===== config.mk =====
export PLATFORM = sky130hd
export DESIGN_NAME = adder_cla_pipe
export DESIGN_NICKNAME = d
export VERILOG_FILES = /design/src/rtl/adder_cla_pkg.sv /design/src/rtl/adder_cla_slice.sv /design/src/rtl/adder_cla_pipe.sv
export SDC_FILE = /design/constraint.sdc
export NUM_CORES = 1
export LEC_CHECK = 0
export CORE_ASPECT_RATIO = 0.9
export CORE_MARGIN = 3
export CORE_UTILIZATION = 45
export CTS_BUF_LIST = sky130_fd_sc_hd__clkbuf_8 sky130_fd_sc_hd__clkbuf_16
export DETAILED_ROUTE_END_ITERATION = 8
export GPL_TIMING_DRIVEN = 0
export PLACE_DENSITY_LB_ADDON = 0.05
export SYNTH_ARGS = -nofsm -noshare
export SYNTH_HDL_FRONTEND = slang
export SYNTH_HIERARCHICAL = 1
export SYNTH_SLANG_ARGS = --single-unit

===== constraint.sdc =====
create_clock -name i_clk -period 3.95 [get_ports i_clk]
set_input_delay 0.5925 -clock i_clk [delete_from_list [all_inputs] [get_ports i_clk]]
set_output_delay 0.5925 -clock i_clk [all_outputs]
set_load 0.1 [all_outputs]

===== src/rtl/adder_cla_pkg.sv =====
`default_nettype none
// ============================================================================
// Module      : adder_cla_pkg
// Description : Shared constants and helpers for the pipelined CLA adder.
//               CLA_GW     - carry-lookahead group width in bits
//               MAX_NSTAGE - largest supported pipeline depth
//               slice_width() - per-stage slice width for a BW/NSTAGE pair
// Revision    : 1.0 - initial release
// ============================================================================
package adder_cla_pkg;

  localparam int CLA_GW     = 4;
  localparam int MAX_NSTAGE = 8;

  function automatic int slice_width(input int bw, input int nstage);
    return bw / nstage;
  endfunction

endpackage
`default_nettype wire


===== src/rtl/adder_cla_slice.sv =====
`default_nettype none
// ============================================================================
// Module      : adder_cla_slice
// Description : Combinational SW-bit carry-lookahead adder built from 4-bit
//               group generate/propagate terms.
// Ports       : i_a [SW]  operand A slice
//               i_b [SW]  operand B slice
//               i_c       carry-in
//               o_s [SW]  sum slice
//               o_c       carry-out
// Parameters  : SW - slice width, a multiple of CLA_GW
// Revision    : 1.0 - initial release
// ============================================================================
module adder_cla_slice
  import adder_cla_pkg::*;
#(
  parameter int SW = 8
) (
  input  logic [SW-1:0] i_a,
  input  logic [SW-1:0] i_b,
  input  logic          i_c,
  output logic [SW-1:0] o_s,
  output logic          o_c
);

  localparam int NG = SW / CLA_GW;

  logic [SW-1:0] gen;
  logic [SW-1:0] prop;
  logic [SW-1:0] bit_cin;
  logic [NG-1:0] grp_gen;
  logic [NG-1:0] grp_prop;
  logic [NG-1:0] grp_cin;
  logic          slice_cout;

  assign gen  = i_a & i_b;
  assign prop = i_a ^ i_b;

  generate
    for (genvar j = 0; j < NG; j++) begin : g_grp
      localparam int B = j * CLA_GW;

      assign grp_gen[j]  = gen[B+3]
                         | (prop[B+3] & gen[B+2])
                         | (prop[B+3] & prop[B+2] & gen[B+1])
                         | (prop[B+3] & prop[B+2] & prop[B+1] & gen[B]);
      assign grp_prop[j] = &prop[B +: CLA_GW];

      // Bit carries inside the group are fully flattened from the group carry-in.
      assign bit_cin[B]   = grp_cin[j];
      assign bit_cin[B+1] = gen[B] | (prop[B] & grp_cin[j]);
      assign bit_cin[B+2] = gen[B+1]
                          | (prop[B+1] & gen[B])
                          | (prop[B+1] & prop[B] & grp_cin[j]);
      assign bit_cin[B+3] = gen[B+2]
                          | (prop[B+2] & gen[B+1])
                          | (prop[B+2] & prop[B+1] & gen[B])
                          | (prop[B+2] & prop[B+1] & prop[B] & grp_cin[j]);
    end
  endgenerate

  // Group-level carry chain; a local variable keeps the recurrence acyclic.
  always_comb begin
    logic carry;
    carry   = i_c;
    grp_cin = '0;
    for (int j = 0; j < NG; j++) begin
      grp_cin[j] = carry;
      carry      = grp_gen[j] | (grp_prop[j] & carry);
    end
    slice_cout = carry;
  end

  assign o_s = prop ^ bit_cin;
  assign o_c = slice_cout;

endmodule
`default_nettype wire


===== src/rtl/adder_cla_pipe.sv =====
`default_nettype none
// ============================================================================
// Module      : adder_cla_pipe
// Description : Pipelined carry-lookahead adder with valid/ready handshake.
//               Operands are split into NSTAGE slices of SW = BW/NSTAGE bits;
//               stage k adds slice k and registers its carry into stage k+1.
//               One result per cycle, latency NSTAGE, no skid buffer.
// Ports       : i_clk, i_rst     clock, synchronous active-high reset
//               i_vld / o_rdy    input handshake
//               i_a, i_b, i_c    operands and carry-in
//               o_vld / i_rdy    output handshake
//               o_s, o_c         sum and carry-out of a+b+c
//               o_ovf            signed overflow (ADDER_CLA_PIPE_OVF_EN only)
// Macro       : ADDER_CLA_PIPE_OVF_EN enables the o_ovf port and logic.
// Revision    : 1.0 - initial release
// ============================================================================
module adder_cla_pipe
  import adder_cla_pkg::*;
#(
  parameter int BW     = 32,
  parameter int NSTAGE = 4
) (
  input  logic          i_clk,
  input  logic          i_rst,
  input  logic          i_vld,
  output logic          o_rdy,
  input  logic [BW-1:0] i_a,
  input  logic [BW-1:0] i_b,
  input  logic          i_c,
  output logic          o_vld,
  input  logic          i_rdy,
  output logic [BW-1:0] o_s,
  output logic          o_c
`ifdef ADDER_CLA_PIPE_OVF_EN
  ,
  output logic          o_ovf
`endif
);

  localparam int SW = slice_width(BW, NSTAGE);

  // Per-stage state. acc_q holds finished sum slices below the raw upper
  // slices of A; bop_q holds the still-unconsumed upper slices of B.
  logic [NSTAGE-1:0] vld;
  logic [BW-1:0]     acc_q [NSTAGE];
  logic [BW-1:0]     bop_q [NSTAGE];
  logic [NSTAGE-1:0] cry_q;

  // Per-stage inputs and next values.
  logic [BW-1:0]     acc_in [NSTAGE];
  logic [BW-1:0]     bop_in [NSTAGE];
  logic [NSTAGE-1:0] cry_in;
  logic [NSTAGE-1:0] vld_in;
  logic [BW-1:0]     acc_d  [NSTAGE];
  logic [BW-1:0]     bop_d  [NSTAGE];
  logic [NSTAGE-1:0] cry_d;

  logic [NSTAGE:0]   rdy;

  // Ready chain from the consumer back to the input: a stage can load when
  // it is empty or when the stage after it is moving.
  always_comb begin
    rdy         = '0;
    rdy[NSTAGE] = i_rdy;
    for (int k = NSTAGE - 1; k >= 0; k--) begin
      rdy[k] = !vld[k] || rdy[k+1];
    end
  end

  generate
    for (genvar k = 0; k < NSTAGE; k++) begin : g_stage
      logic [SW-1:0] slice_sum;
      logic          slice_cout;
      logic [BW-1:0] acc_nx;
      logic [BW-1:0] bop_nx;

      if (k == 0) begin : g_first
        assign acc_in[k] = i_a;
        assign bop_in[k] = i_b;
        assign cry_in[k] = i_c;
        assign vld_in[k] = i_vld;
      end else begin : g_next
        assign acc_in[k] = acc_q[k-1];
        assign bop_in[k] = bop_q[k-1];
        assign cry_in[k] = cry_q[k-1];
        assign vld_in[k] = vld[k-1];
      end

      adder_cla_slice #(
        .SW (SW)
      ) u_slice (
        .i_a (acc_in[k][k*SW +: SW]),
        .i_b (bop_in[k][k*SW +: SW]),
        .i_c (cry_in[k]),
        .o_s (slice_sum),
        .o_c (slice_cout)
      );

      // Replace slice k of A with its sum; slice k of B is consumed.
      always_comb begin
        acc_nx                = acc_in[k];
        acc_nx[k*SW +: SW]    = slice_sum;
        bop_nx                = bop_in[k];
        bop_nx[k*SW +: SW]    = '0;
      end

      assign acc_d[k] = acc_nx;
      assign bop_d[k] = bop_nx;
      assign cry_d[k] = slice_cout;
    end
  endgenerate

`ifdef ADDER_CLA_PIPE_OVF_EN
  // The top slice stays raw until the last stage, so the operand MSBs ride
  // along in acc_q/bop_q and are still visible at the last stage's inputs.
  logic ovf_d;
  logic ovf_q;

  assign ovf_d = (acc_in[NSTAGE-1][BW-1] == bop_in[NSTAGE-1][BW-1])
              && (acc_d[NSTAGE-1][BW-1] != acc_in[NSTAGE-1][BW-1]);
`endif

  always_ff @(posedge i_clk) begin
    if (i_rst) begin
      vld   <= '0;
      cry_q <= '0;
      for (int k = 0; k < NSTAGE; k++) begin
        acc_q[k] <= '0;
        bop_q[k] <= '0;
      end
`ifdef ADDER_CLA_PIPE_OVF_EN
      ovf_q <= 1'b0;
`endif
    end else begin
      for (int k = 0; k < NSTAGE; k++) begin
        if (rdy[k]) begin
          vld[k]   <= vld_in[k];
          acc_q[k] <= acc_d[k];
          bop_q[k] <= bop_d[k];
          cry_q[k] <= cry_d[k];
        end
      end
`ifdef ADDER_CLA_PIPE_OVF_EN
      if (rdy[NSTAGE-1]) begin
        ovf_q <= ovf_d;
      end
`endif
    end
  end

  assign o_rdy = rdy[0];
  assign o_vld = vld[NSTAGE-1];
  assign o_s   = acc_q[NSTAGE-1];
  assign o_c   = cry_q[NSTAGE-1];
`ifdef ADDER_CLA_PIPE_OVF_EN
  assign o_ovf = ovf_q;
`endif

endmodule
`default_nettype wire


# == After elaboration in Yosys (flattened, before gate mapping) ==
# Memory sizes are Yosys's and may differ from the RTL's.
# Index checks and enable logic that the tools add are counted.
# totals
ff_bits,8
ram_bits,256
mem_count,2
input_bits,69
out_inout_bits,35
# op_classes
muxes,22
n_reduce_logical,16
n_bitwise,220
# mem_list
memory,words,word_bits,rd,rd_clocked_by_memory_dff,wr,line_no,source
acc_q,4,32,4,0,4,adder_cla_pipe.sv:45,logic [BW-1:0] acc_q [NSTAGE];
bop_q,4,32,3,0,4,adder_cla_pipe.sv:46,logic [BW-1:0] bop_q [NSTAGE];
# ops
operator,n
32-bit 2-to-1 mux,8
1-bit AND,120
1-bit OR,88
8-bit XOR,8
8-bit AND,4
4-bit AND reduction,8
1-bit 2-to-1 mux,14
1-bit logical NOT,4
1-bit logical OR,4

# == Longest topological paths before layout ==
# Gate-level depths: netlist of the first run.
# An unclocked memory read counts as a cell.
# logic_depth
ltp_word,11
mapped_depth,7
ltp_nobuf,7

# == Hierarchy ==
# The synthesis of the first run kept the hierarchy.
# by_module_without_submodules
module,cells_per_inst,n_inst,seq_area_each_um2,area_each_um2
adder_cla_pipe,409,1,5445.2,6841.6
adder_cla_slice at g_stage[0].u_slice ...,36,3,0.0,321.6
adder_cla_slice at g_stage[3].u_slice,34,1,0.0,306.5

# == Least setup slack after synthesis of the first run ==
# No wires, ideal clock.
# synth_path
path_kind,reg2reg
startpoint,reg vld[3]
endpoint,mem acc_q[0][0] (enable)
required_time_ns,3.171
path_stages_with_launch,4
setup_time_ns,0.779
period_less_slack_ns,3.455
arrival_ns,2.676
path_slack_ns,0.495
path_cell_list,dfxtp_1 and4b_1 buf_6 nand3_1
# synth_lines
item,line_no,source
from (decl),adder_cla_pipe.sv:44,logic [NSTAGE-1:0] vld;
"from (signal, indexed assignment)",adder_cla_pipe.sv:137,vld[k] <= vld_in[k];
to (decl),adder_cla_pipe.sv:45,

# == Worst setup path in the final report of the first run ==
# layout_path
startpoint,in i_rdy
endpoint,out o_rdy
# layout_between
elab_chain_cells,4
# layout_lines
item,line_no,source
from (decl),adder_cla_pipe.sv:31,"input logic i_rdy,"
1-bit logical OR (4 in a row),adder_cla_pipe.sv:66,rdy[k] = !vld[k] || rdy[k+1];
to (decl),adder_cla_pipe.sv:26,"output logic o_rdy,"
# No other way between the ends.

==> results of run 1 <==
==> area by class of cell <==
type / count / area (sq um)
inverters: 20 / 75.07
repair buffers: 106 / 1099
clock buffers: 17 / 425.4
well taps: 235 / 294.0
multi-input cells: 327 / 2477
plain buffers: 20 / 127.6
fillers: 1381 / 7183
flip-flops and latches: 184 / 5445
clock inverters: 15 / 158.9
==> Yosys cell counts (8+ instances only) <==
cell type	instances
dfxtp_1	8
inv_1	20
xnor2_1	8
nand3_1	8
ha_1	32
xor2_1	12
edfxtp_1	176
nor2_1	16
fa_1	8
and2_1	176
or2_2	8
clkbuf_1	10
==> flip-flops by register name, summed over array words and instances, names as in the netlist <==
signal  flops
cry_q       4
acc_q     128
bop_q      48
vld         4
==> power by group <==
group / internal [W] / switching (W) / total [W]
sequential: 0.00223 / 0.0000293 / 0.00226
combinational: 0.000187 / 0.000219 / 0.000405
clock: 0.000984 / 0.000671 / 0.00165
==> logic make-up after synthesis <==
group | synth area share [%]
AND/OR/NAND/NOR | 16.41
flip-flops | 67.12
AO/OA/AOI/OAI | 4.534
buffers and inverters | 2.498
adder cells (fa/ha/maj) | 6.909
XOR/XNOR | 2.159
multiplexers | 0.3702
==> critical path, stage by stage <==
cell             delay (ps)
clkdlybuf4s50_1         540
and4b_1                 230
buf_6                   150
nand2_1                 110
clkdlybuf4s50_1        1150
==> routing by layer <==
metal	up-vias	wire, um	part of all wire [%]	track usage [%]
met3	15	713	6.0	4.150
met5	-	0	0	0
met2	107	5221	44	18.93
met4	0	220	1.8	5.590
met1	1815	5766	48	17.24
li1	2186	-	-	-
==> path summary, 6_finish.rpt <==
check                from      endpoint  slack (ps)  cells past startpoint
max                 i_rdy         o_rdy         590                      5
min                vld[1]        vld[2]         500                      2
max reg2reg  acc_q[2][25]  acc_q[3][29]        1460                      7
min reg2reg        vld[1]        vld[2]         500                      2
==> per-stage QoR <==
stage                     cell area [sq um]  hold slack (ps)  util, %  setup slack (ps)
after floorplan                        8113            432.9        -             495.1
after global placement                 9438            449.3    54.60            -378.1
after detailed placement               9518            487.1    55.06             607.7
after CTS                             10100            506.8    58.44             593.2
after global routing                  10100            526.7    58.44             535.7
final                                 10100            496.7    58.44             587.3
==> flow_summary.yaml, run 1 <==
yosys:
  yosys.area.top_type: "edfxtp_1"
  synth_edf_count: 176
  yosysWarnings: 6
  synthTopCellsByArea: "edfxtp_1 (65%), and2_1 (14%), ha_1 (4.9%), dfxtp_1 (2.0%), fa_1 (2.0%)"
  synth-seq-cells: 184
  synth_cell_types: 40
  synth_area_sq_mm: 0.008113
  syn_area_per_cell_sq_um: 14.72
  synth_fp_nets: 660
  yosysTopAreaCellShare_pct: 65.14
  synth-async-reset-ratio_pct: 0
  synthFlopType: "edfxtp_1"
  yosysSeqAreaShare_pct: 67.12
  synthCells: 551
clock_network:
  htree_levels: 4
  cts_buffers: 17
  cts_buffer_depth: 2
  clockRootBuffer: "clkbuf_16"
  cts_tree: "built"
  clock_sinks: 184
  cts_setup_buffers: 0
  path_clk_slew_ps: 60
  cts_resized: 0
  insertion_delay_ps: 420
  holdBufCountCts: 0
die:
  die_h_um: 133.4
  fp.dieArea_sq_mm: 0.01968
  initial_utilization_pct: 46.93
  die_w_um: 147.5
  rows: 45
  core_area_sq_mm: 0.01729
  ios: 104
timing:
  worst_pin_slew_ps: 1183
  hold_viol: 0
  max_freq_ghz: 0.2974
  setup_violations: 0
  min_period_over_period_pct: 85.13
  drv_slew: 0
  setup_tns_ps: 0
  maxSlewHeadroom_pct: 20.91
  fin_skew_ps: 7.906
  period_needed_ps: 3363
  rsz0062_at_grt: "false"
pwr:
  total_power_w: 0.004322
  p_leak_nw: 4.276
  peakVddDrop_mv: 0.2867
  power_density_mw_per_mm2: 427.9
placed_design:
  port_buffers: 103
  hpwl_um: 9204
  dp.cells: 892
  routabilityCongestion: 0.8216
setup_path:
  criticalPathCategory: "in -> out"
  crit_fanout: 9
  crit_arrival_ps: 2770
  cp-start-kind: "input pin"
  endpoint_kind: "output pin"
  crit_required_ps: 3360
drt:
  wl_per_cell_um: 12.90
  dr.first_iter.drc_count: 144
  avgViaCountPerCell: 4.462
  first_pass_iters: 4
  ant_nets: 0
  drc: 0
  vias: 4123
  routed_wl_um: 11920
final_layout:
  syn_to_final_growth_pct: 24.52
  final_cell_mix: "and2_1 (176), edfxtp_1 (176), clkdlybuf4s50_1 (103)"
  diodes: 0
  drive_gt1_share_pct: 9.289
  layout.nets: 785
  layoutNonFillerInstCount: 924
min_path:
  min_path_type: "reg -> reg"
outcome:
  status: "complete, no violations"
grt:
  grt_pass1_vias: 4016
  grt_max_degree: 38
  gr-total-overflow: 0
  grt_pass1_wl_um: 19440
  antenna_found_initial: 0
  grt.total_usage_pct: 12.74
run:
  drv_cap: 0
Power figures use the tool's default switching activity.
==> run 2, diff against run 1 <==
--- a/config.mk
+++ b/config.mk
@@ -5,6 +5,7 @@
 export SDC_FILE = /design/constraint.sdc
 export NUM_CORES = 1
 export LEC_CHECK = 0
+export ABC_AREA = 1
 export CORE_ASPECT_RATIO = 0.9
 export CORE_MARGIN = 3
 export CORE_UTILIZATION = 45
==> flow_summary.yaml, run 2 <==
drt:
  routed_wl_um: 13430
  drc: 0
  avgViaCountPerCell: 4.173
  wl_per_cell_um: 11.19
  vias: 5008
  ant_nets: 0
  first_pass_iters: 4
  dr.first_iter.drc_count: 192
yosys:
  synth_cell_types: 24
  yosysWarnings: 6
  synth-seq-cells: 184
  synth_area_sq_mm: 0.009082
  syn_area_per_cell_sq_um: 11.17
  synthFlopType: "edfxtp_1"
  synthTopCellsByCount: "inv_1 (229), edfxtp_1 (176), nor2_1 (126), nand2_1 (73), nor2_4 (61)"
  synthTopCellsByArea: "edfxtp_1 (58%), inv_1 (9.5%), nor2_4 (7.6%), nor2_1 (5.2%), ha_1 (4.4%)"
  synth-async-reset-ratio_pct: 0
  yosysTopAreaCellShare_pct: 58.19
  yosysMostFrequentCell: "inv_1"
  synthCells: 813
  synth_fp_nets: 922
  synth_edf_count: 176
  yosysSeqAreaShare_pct: 59.95
  yosys.area.top_type: "edfxtp_1"
clock_network:
  cts_tree: "built"
  clockRootBuffer: "clkbuf_16"
  insertion_delay_ps: 420
  cts_buffer_depth: 2
  cts_resized: 0
  cts_buffers: 17
  htree_levels: 4
  clock_sinks: 184
  holdBufCountCts: 0
  path_clk_slew_ps: 70
  cts_setup_buffers: 0
placed_design:
  routabilityCongestion: 0.8106
  port_buffers: 103
  hpwl_um: 10640
die:
  initial_utilization_pct: 46.53
  rows: 48
  die_h_um: 140.8
  core_area_sq_mm: 0.01952
  die_w_um: 155.8
  ios: 104
  fp.dieArea_sq_mm: 0.02193
run:
  drv_cap: 0
grt:
  busiest_layer: "met2"
  use_met3_pct: 3.775
  grt_max_degree: 42
  grt_pass1_wl_um: 23400
  grtUsageMet1_pct: 19.13
  met2_usage_pct: 19.97
  grt.total_usage_pct: 13.37
  antenna_found_initial: 0
  grt_pass1_vias: 4984
  gr-total-overflow: 0
timing:
  hold_ws_ps: 470.9
  setup_tns_ps: 0
  hold_viol: 0
  max_freq_ghz: 0.3219
  maxSlewHeadroom_pct: 21.90
  fin_skew_ps: 7.427
  period_needed_ps: 3106
  worst_pin_slew_ps: 1169
  min_period_over_period_pct: 78.64
  drv_slew: 0
  setup_violations: 0
  rsz0062_at_grt: "false"
final_layout:
  diodes: 0
  reg_top3: "acc_q: 128 flops, bop_q: 48 flops"
  layout_commonest_cell: "inv_1"
  final_cell_mix: "inv_1 (229), edfxtp_1 (176), nor2_1 (126)"
  drive_gt1_share_pct: 15.58
  largest_reg_flops: 128
  regMostFlops: "acc_q"
  fillCellCount: 1668
  syn_to_final_growth_pct: 22.15
  layout.nets: 1046
pwr:
  peakVddDrop_mv: 0.3091
  p_leak_nw: 4.993
  power_density_mw_per_mm2: 411.9
outcome:
  status: "complete, no violations"
setup_path:
  criticalPathCategory: "in -> out"
  crit_arrival_ps: 2510
  endpoint_kind: "output pin"
  reg2reg_from: "acc_q[0][11]"
  regToRegSetupSlack_ps: 1980
  cp-start-kind: "input pin"
  reg2reg_depth: 9
  crit_fanout: 5
  reg2reg_to: "acc_q[1][13]"
  crit_required_ps: 3360
min_path:
  hold_depth: 2
  min_path_type: "reg -> reg"
  hp-start: "cry_q[3]"
  hold_path_end: "cry_q[3]"
-- run 2: cell count changes after synthesis, moves of 10 or more --
cell,delta
nand2_2,+17
nor2_4,+60
nor2_1,+110
inv_1,+209
and2_1,-176
a21oi_1,+10
nand2_1,+67
clkbuf_1,-10
-- run 2: metal layers --
layer	wire [um]	share of wire [%]	vias to the layer above
met5	0	0	-
met4	159	1.2	0
met3	657	4.9	13
met2	5915	44	111
met1	6698	50	2171
li1	-	-	2713
-- run 2: worst max-delay path, stage by stage --
cell and delay [ps]:
clkdlybuf4s50_1 470, nor2_4 240, nand4_4 180, clkdlybuf4s50_1 1030
-- run 2: area by class of cell --
type	instances	area [sq um]	share of cell area, %
sequential	184	5445	49.08
multi-input combinational	376	2559	23.06
timing repair buffer	105	1071	9.654
inverter	235	882.1	7.951
clock buffer	17	425.4	3.834
tap	250	312.8	2.819
buffer	18	201.4	1.816
clock inverter	15	197.7	1.782
-- run 2: cells by family (layout without fill, tap and decap cells) --
logic type,count (synthesis),in the layout,synth area share [%]
AND/OR/NAND/NOR,297,297,18.58
XOR/XNOR,16,16,1.543
adder cells (fa/ha/maj),40,40,6.172
AO/OA/AOI/OAI,23,23,1.818
flip-flops,184,184,59.95
buffers and inverters,253,390,11.93
-- run 2: how the worst max path moves through the flow --
stage | from | endpoint | depth (start not counted)
floorplan | vld[3] | acc_q[0][0] | 5
global placement | i_rdy | bop_q[0][5] | 5
detailed placement | i_rdy | o_rdy | 4
CTS | i_rdy | o_rdy | 4
global route | i_rdy | o_rdy | 4
finish | i_rdy | o_rdy | 4
-- run 2: per-stage QoR --
stage	total power (W)	util, %	area (sq um)	instances	setup WS, ps
after floorplan	0.002693	-	9082	813	962.7
after global placement	0.002846	53.42	10430	1166	334.3
after detailed placement	0.002856	53.65	10470	1168	834.1
after CTS	0.004614	56.84	11090	1200	826.9
after global routing	0.004764	56.84	11090	1200	795.6
final	0.004569	56.84	11090	1200	843.7
-- run 2: power by group --
| part | total, W | internal, W | leakage (nW) | switching, W |
|---|---|---|---|---|
| registers | 0.00226 | 0.00223 | 2.16 | 0.0000314 |
| logic | 0.000544 | 0.000214 | 2.52 | 0.000330 |
| clock network | 0.00176 | 0.00106 | 0.307 | 0.000700 |
| total | 0.00457 | 0.00351 | 4.99 | 0.00106 |
==> run 3, diff against run 2 <==
==> constraint.sdc (replaced) <==
create_clock -name i_clk -period 2.8 [get_ports i_clk]
set_input_delay 0.42 -clock i_clk [delete_from_list [all_inputs] [get_ports i_clk]]
set_output_delay 0.42 -clock i_clk [all_outputs]
set_load 0.1 [all_outputs]
==> flow_summary.yaml, run 3 (synthesis results as in run 2) <==
pwr:
  p_comb_share_pct: 12.1
  p_seq_share_pct: 50.2
  clkPwrFrac_pct: 37.7
  power_density_mw_per_mm2: 576.3
  swShare_pct: 23.56
  switching_power_w: 0.001498
  peakVddDrop_mv: 0.3744
  internal_power_w: 0.004861
  p_leak_nw: 4.959
  total_power_w: 0.006359
die:
  rows: 48
  ios: 104
  die_h_um: 140.8
  die_w_um: 155.8
  core_area_sq_mm: 0.01952
  initial_utilization_pct: 46.53
  fp.dieArea_sq_mm: 0.02193
final_layout:
  final_cell_mix: "inv_1 (228), edfxtp_1 (176), nor2_1 (126)"
  layout_commonest_cell: "inv_1"
  diodes: 0
  seqCellArea_sq_mm: 0.005445
  regMostFlops: "acc_q"
  drive_gt1_share_pct: 15.51
  multi_input_area_sq_mm: 0.002559
  reg_top3: "acc_q: 128 flops, bop_q: 48 flops"
  syn_to_final_growth_pct: 21.48
  fillCellCount: 1709
  layout.nets: 1044
  largest_reg_flops: 128
  layoutNonFillerInstCount: 1198
drt:
  ant_nets: 0
  first_pass_iters: 4
  wl_per_cell_um: 11.05
  routed_wl_um: 13240
  dr.first_iter.drc_count: 200
  avgViaCountPerCell: 4.192
  vias: 5022
  drc: 0
placed_design:
  port_buffers: 103
  routabilityCongestion: 0.8147
  dp.cells: 1166
  hpwl_um: 10390
  place_ws_ps: 26.49
setup_path:
  crit_start: "i_rdy"
  crit_arrival_ps: 1950
  criticalPathCategory: "in -> out"
  critPathTopFamily: "buffers and inverters"
  critPathMaxStageDelay_ps: 790
  endpoint_kind: "output pin"
  crit_fanout: 5
  crit_chain: "clkdlybuf4s50_1, nor2_4, nand4_4, dlymetal6s2s_1"
  crit_buf_inv: 2
  cp-start-kind: "input pin"
  crit_required_ps: 2380
  critPathSlowestCell: "dlymetal6s2s_1"
  reg2reg_from: "vld[3]"
clock_network:
  holdBufCountCts: 0
  cts_buffer_depth: 2
  cts_tree: "built"
  clock_sinks: 184
  insertion_delay_ps: 420
  path_clk_slew_ps: 60
  cts_buffers: 17
  clockRootBuffer: "clkbuf_16"
  htree_levels: 4
  cts_setup_buffers: 0
timing:
  drv_slew: 0
  rsz0062_at_grt: "false"
  period_needed_ps: 2366
  hold_viol: 0
  setup_violations: 0
  min_period_over_period_pct: 84.49
  max_freq_ghz: 0.4227
  setup_tns_ps: 0
  fin_ws_ps: 434.4
  fin_skew_ps: 7.373
  worst_pin_slew_ps: 1240
  hold_ws_ps: 473.1
  maxSlewHeadroom_pct: 17.01
run:
  drv_cap: 0
min_path:
  hp-start: "cry_q[3]"
  min_path_type: "reg -> reg"
grt:
  grt_max_degree: 57
  grt.total_usage_pct: 12.99
  grt_pass1_wl_um: 22890
  grt_pass1_vias: 4952
  gr-total-overflow: 0
  antenna_found_initial: 0
outcome:
  status: "complete, no violations"
[run 3: cell types whose count changed in the layout (fill, tap and decap cells not counted)]
cell,change
clkinv_4,-1
clkdlybuf4s50_1,-1
inv_6,+1
inv_1,-1
dlymetal6s2s_1,+1
buf_12,-2
bufinv_16,-1
clkinv_2,+2
[run 3: final timing paths]
| path | slack, ps | cells past startpoint | to |
|---|---|---|---|
| max | 430 | 4 | o_rdy |
| min | 470 | 2 | cry_q[3] |
| max reg2reg | 590 | 5 | acc_q[1][22] |
| min reg2reg | 470 | 2 | cry_q[3] |
[run 3: worst register-to-register path, stage by stage, from the launching register on]
cell,delay (ps)
dfxtp_1,360
inv_2,50
nor2_4,180
nand2_1,120
nor2_1,280
nand2_2,690
[run 3: timing repair]
action                                  4_1_cts  5_1_grt
resized for setup                             0        1
endpoints found under the setup margin        0        1
endpoints found under the hold margin         0        0
[run 3: cell type report]
cell class / instances / share of cell area (%)
plain buffers: 18 / 1.826
multi-input cells: 376 / 23.19
clock inverters: 15 / 1.576
repair buffers: 103 / 9.367
inverters: 235 / 7.995
clock buffers: 17 / 3.856
flip-flops and latches: 184 / 49.35
well taps: 250 / 2.835
[run 3: per-layer routing]
metal,share of wire [%],up-vias,GRT usage [%]
li1,-,2703,-
met1,50,2194,18.74
met2,44,115,19.31
met3,5.2,10,3.499
met4,1.0,0,4.043
met5,0,-,0
[run 3: through the flow]
step	cell area [sq um]	util (%)
2_1_floorplan	9087	-
3_3_place_gp	10430	53.44
3_5_place_dp	10430	53.44
4_1_cts	11030	56.51
5_1_grt	11030	56.53
6_report	11030	56.53
[run 3: power groups by stage]
stage,clock [W],combinational (W),sequential [W]
floorplan,0,0.000413,0.00339
global placement,0,0.000762,0.00325
detailed placement,0,0.000773,0.00326
CTS,0.00246,0.000777,0.00320
global route,0.00259,0.000846,0.00321
finish,0.00240,0.000767,0.00319
